File: config.mk
export PLATFORM = sky130hd
export DESIGN_NAME = ram_access_arbiter
export DESIGN_NICKNAME = d
export VERILOG_FILES = /design/src/rtl/ram_arb_pkg.sv /design/src/rtl/ram_access_arbiter.sv
export SDC_FILE = /design/constraint.sdc
export NUM_CORES = 1
export LEC_CHECK = 0
export CAP_MARGIN = 5
export CORE_UTILIZATION = 46
export CTS_BUF_LIST = sky130_fd_sc_hd__clkbuf_4
export CTS_CLUSTER_SIZE = 8
export DETAILED_ROUTE_END_ITERATION = 6
export PLACE_DENSITY = 0.88
export SYNTH_ARGS = -nofsm -noshare
export SYNTH_HDL_FRONTEND = slang
export SYNTH_SLANG_ARGS = --single-unit
File: constraint.sdc
create_clock -name clock -period 4.5 [get_ports clock]
set_clock_uncertainty 0.15 [all_clocks]
set_input_delay 0.9 -clock clock [delete_from_list [all_inputs] [get_ports clock]]
set_output_delay 0.9 -clock clock [all_outputs]
set_load 0.05 [all_outputs]
File: src/rtl/ram_arb_pkg.sv
// Shared types and defaults for the RAM access arbiter.
// Holds the arbiter FSM state encoding and the default video starvation limit.
package ram_arb_pkg;

  typedef enum logic [1:0] {
    IDLE         = 2'd0,
    BUS_ACCESS   = 2'd1,
    VIDEO_ACCESS = 2'd2,
    BUS_HOLD     = 2'd3
  } arb_state_t;

  localparam int VIDEO_STARVE_LIMIT_DEFAULT = 4;

endpackage

File: src/rtl/ram_access_arbiter.sv
// Arbitrates a single backend RAM port between the CPU bus and video fetch.
// The bus normally wins; video is forced through after VIDEO_STARVE_LIMIT consecutive losses.
module ram_access_arbiter
  import ram_arb_pkg::*;
#(
  parameter int VIDEO_STARVE_LIMIT = VIDEO_STARVE_LIMIT_DEFAULT
) (
  input  logic        clock,
  input  logic        reset,
  input  logic        memory_read_n,
  input  logic        memory_write_n,
  input  logic [19:0] address,
  input  logic [7:0]  internal_data_bus,
  output logic [7:0]  data_bus_out,
  output logic        memory_access_ready,
  input  logic        video_request,
  input  logic [19:0] video_address,
  output logic        video_acknowledge,
  output logic [7:0]  video_data,
  output logic        mem_request,
  output logic        mem_write,
  output logic [19:0] mem_address,
  output logic [7:0]  mem_write_data,
  input  logic [7:0]  mem_read_data,
  input  logic        mem_done
);

  localparam int CNT_W = (VIDEO_STARVE_LIMIT > 1) ? $clog2(VIDEO_STARVE_LIMIT + 1) : 1;
  localparam logic [CNT_W-1:0] LIMIT = CNT_W'(VIDEO_STARVE_LIMIT);

  function automatic logic [CNT_W-1:0] sat_inc(input logic [CNT_W-1:0] value);
    return (value >= LIMIT) ? LIMIT : value + 1'b1;
  endfunction

  arb_state_t       state, next_state;
  logic             bus_served;
  logic [CNT_W-1:0] starve_count;

  logic strobe_any, strobes_idle, bus_pending;
  logic video_wins, bus_wins, done_p0;
  logic grant_bus, grant_video, bus_done, video_done;

  assign strobe_any          = ~memory_read_n | ~memory_write_n;
  assign strobes_idle        = memory_read_n & memory_write_n;
  assign bus_pending         = strobe_any & ~bus_served;
  assign memory_access_ready = ~bus_pending;

  // Video takes the slot when the bus is quiet or once it has been starved long enough.
  assign video_wins = video_request & (~bus_pending | (starve_count >= LIMIT));
  assign bus_wins   = bus_pending & ~video_wins;
  assign done_p0    = mem_done & mem_request;

  always_ff @(posedge clock) begin
    if (reset) state <= IDLE;
    else       state <= next_state;
  end

  always_comb begin
    next_state  = state;
    grant_bus   = 1'b0;
    grant_video = 1'b0;
    bus_done    = 1'b0;
    video_done  = 1'b0;
    case (state)
      IDLE: begin
        if (bus_wins) begin
          grant_bus  = 1'b1;
          next_state = BUS_ACCESS;
        end else if (video_wins) begin
          grant_video = 1'b1;
          next_state  = VIDEO_ACCESS;
        end
      end
      BUS_ACCESS: begin
        if (done_p0) begin
          bus_done   = 1'b1;
          next_state = BUS_HOLD;
        end
      end
      VIDEO_ACCESS: begin
        if (done_p0) begin
          video_done = 1'b1;
          next_state = IDLE;
        end
      end
      BUS_HOLD: begin
        if (strobes_idle) next_state = IDLE;
      end
      default: next_state = IDLE;
    endcase
  end

  // Backend request and captured read data, updated on grants and completions.
  always_ff @(posedge clock) begin
    if (reset) begin
      mem_request       <= 1'b0;
      mem_write         <= 1'b0;
      mem_address       <= '0;
      mem_write_data    <= '0;
      data_bus_out      <= '0;
      video_data        <= '0;
      video_acknowledge <= 1'b0;
      bus_served        <= 1'b0;
      starve_count      <= '0;
    end else begin
      video_acknowledge <= video_done;

      if (grant_bus) begin
        mem_request    <= 1'b1;
        mem_write      <= ~memory_write_n;
        mem_address    <= address;
        mem_write_data <= internal_data_bus;
      end else if (grant_video) begin
        mem_request <= 1'b1;
        mem_write   <= 1'b0;
        mem_address <= video_address;
      end else if (bus_done || video_done) begin
        mem_request <= 1'b0;
      end

      if (bus_done && !mem_write) data_bus_out <= mem_read_data;
      if (video_done)             video_data   <= mem_read_data;

      // Completion wins over release so an aborted cycle still passes through BUS_HOLD.
      if (bus_done)          bus_served <= 1'b1;
      else if (strobes_idle) bus_served <= 1'b0;

      if (grant_video)                    starve_count <= '0;
      else if (grant_bus && video_request) starve_count <= sat_inc(starve_count);
    end
  end

endmodule
==> impl_metrics.tcl <==
set metrics [dict create \
    critPathLaunchType "input port" \
    post_cts_buffers 0 \
    tightest_slew_ns 0.942 \
    hold_slack_ns 0.312 \
    avgViaCountPerCell 5.78 \
    crit_path_end_kind "output port" \
    grt_use_total_pct 26.3 \
    syn-num-nets 346 \
    final_antenna_net_count 0 \
    dpl-instance-area_sq_um 3440 \
    hold_buffers 0 \
    synth_top_family_by_area "compound AO/OA/AOI/OAI gates" \
    finalCritPeriodShare_pct 73.3 \
    numCtsBuffers 5 \
    rsz0062_at_grt "no" \
    synth_mux_area_share_pct 0 \
    port_buffers 109 \
    die_x_um 73.4 \
    synthDistinctLibCells 35 \
    first_pass_iters 4 \
    cts_resized 0 \
    fill_cells 392 \
    clk_pin_slew_ns 0.14 \
    drv_slew 0 \
    grt_antenna_before_repair 0 \
    rr_endpoint "mem_address[15]$_SDFFE_PP0P_" \
    cap_violations 0 \
    clock_sinks 53 \
    ys_seq_area_share_pct 45.3 \
    fp.dieH_um 73.4 \
    layout_common_cells "107 x clkdlybuf4s50_1, 53 x dfxtp_1, 38 x nand3_1" \
    antennaDiodeCount 0 \
    period_minus_slack_ns 3.30 \
    grt-ovfl-total 0 \
    syn_area_sq_um 2340 \
    required_ns 3.45 \
    stdcell_area_sq_um 3480 \
    worstSetupStartpoint "memory_read_n" \
    status "complete, no violations" \
    min_path_cells 2 \
    cp.arrival_ns 2.25 \
    syn_to_final_growth_pct 48.6 \
    finish.net_count 437 \
    synth_compound_area_share_pct 31.7 \
    power_leakage_nw 1.18 \
    synth_flop_cell "dfxtp_1" \
    synth-xor-area-share_pct 0.374 \
    hold_path_end "video_data[5]$_SDFFE_PP0P_" \
    max_slew_margin_pct 37.2 \
    r2r_start "state[1]$_SDFFE_PP0P_" \
    cellPowerDensity_nw_per_um2 401 \
    insertion_delay_ns 0.37 \
    min_from "video_data[5]$_SDFFE_PP0P_" \
    drc 0 \
    utilization_pct 72.3 \
    cts_buffer_depth 2 \
    wl_um 6850 \
    grt_pass1_vias 2411 \
    ys_seq_elements 53 \
    yosysWarningCount 0 \
    synth_edf_count 0 \
    fmax_mhz 303 \
    r2r_slack_ns 2.37 \
    avgSynthCellArea_sq_um 8.31 \
    grt_max_degree 54 \
    row_count 25 \
    grt_pass1_wl_um 10900 \
    vias 2544 \
    setup_viol 0 \
    initial_utilization_pct 48.7 \
    cts_tree "done" \
    irDropWorstVdd_v 0.000246 \
    ctsRootBufferMaster "clkbuf_4" \
    htreeDepth 2 \
    hpwl_um 4710 \
    synth_fa_ha_area_share_pct 1.07 \
    setup_tns_ns 0 \
    hp-class "flip-flop to flip-flop" \
    totalPowerFinal_mw 1.40 \
    drive_gt1_share_pct 4.83 \
    layout_commonest_cell "clkdlybuf4s50_1" \
    wl_per_cell_um 15.6 \
    crit_type "input port to output port" \
    dieArea_sq_um 5390 \
    reg2reg_depth 3 \
    path_max_fanout 30 \
    core_sq_um 4820 \
    synthArstFlopShare_pct 0 \
    yosys.area_share.simple_pct 15.5 \
    drt-initial-drc-count 202 \
    ios 110 \
    gp_congestion 0.802 \
    synthCells 282 \
    hold_viol 0 \
]
## flip-flops by register name (all words and copies together) (netlist names)
name               cells
video_acknowledge      1
starve_count           3
mem_write              1
mem_address           20
state                  2
bus_served             1
video_data             8
mem_write_data         8
data_bus_out           8
mem_request            1
## final cells by class
type                       instances  area, sq um  area share (%)
multi-input combinational        193         1150            32.9
timing repair buffer             114         1120            32.2
sequential                        53         1060            30.4
tap                               67         83.8            2.41
clock buffer                       5         37.5            1.08
inverter                           6         22.5           0.646
clock inverter                     2         11.3           0.323
## metal layers
layer / routed length, um / part of all wire (%) / up-vias / GRT usage (%)
met5: 0 / 0 / - / 0
met4: 55 / 0.80 / 0 / 7.48
met3: 517 / 7.5 / 6 / 6.86
met2: 3490 / 51 / 107 / 46.2
met1: 2790 / 41 / 1184 / 31.6
li1: - / - / 1247 / -
## logic make-up (layout without fill, tap and decap cells)
kind of cell / count (synthesis) / after routing
compound gates: 118 / 118
xor+xnor: 1 / 1
fa+ha+maj: 2 / 2
buf+inv: 36 / 127
flops: 53 / 53
simple gates: 72 / 72
## synth_stat cells (2+ instances only)
master	n	area, sq um
nand2_1	19	71.3
inv_1	4	15.0
o21ba_2	2	20.0
and4b_1	2	20.0
o21ai_1	6	30.0
buf_2	6	30.0
clkbuf_1	22	82.6
a21oi_1	28	140
a31oi_1	24	150
ha_1	2	25.0
o21ai_0	30	150
dfxtp_1	53	1060
nand4b_1	2	17.5
nand3_1	38	190
a311oi_1	21	184
nor3_1	2	10.0
nor2_1	3	11.3
## critical path, cell delays in order
cell and delay [ns]:
clkdlybuf4s50_1 0.60, a21oi_4 0.09, inv_2 0.36, buf_4 0.29
## report_power, final
| group | switching (mW) | internal, mW |
|---|---|---|
| clock | 0.145 | 0.0565 |
| sequential | 0.0488 | 0.530 |
| combinational | 0.389 | 0.226 |
| total | 0.583 | 0.813 |
## worst max-delay path by stage
| stage | cells after the start | to | slack [ns] |
|---|---|---|---|
| CTS | 4 | memory_access_ready | 1.22 |
| detailed placement | 4 | memory_access_ready | 1.22 |
| global route | 4 | memory_access_ready | 1.14 |
| floorplan | 3 | memory_access_ready | 1.85 |
| finish | 4 | memory_access_ready | 1.20 |
| global placement | 4 | memory_access_ready | 1.25 |
## through the flow
stage,worst slack (ns),cells
final,1.20,440
after global routing,1.14,440
after CTS,1.22,440
after detailed placement,1.22,433
after global placement,1.25,433
after floorplan,1.85,282
(Power assumes the default switching activity.)
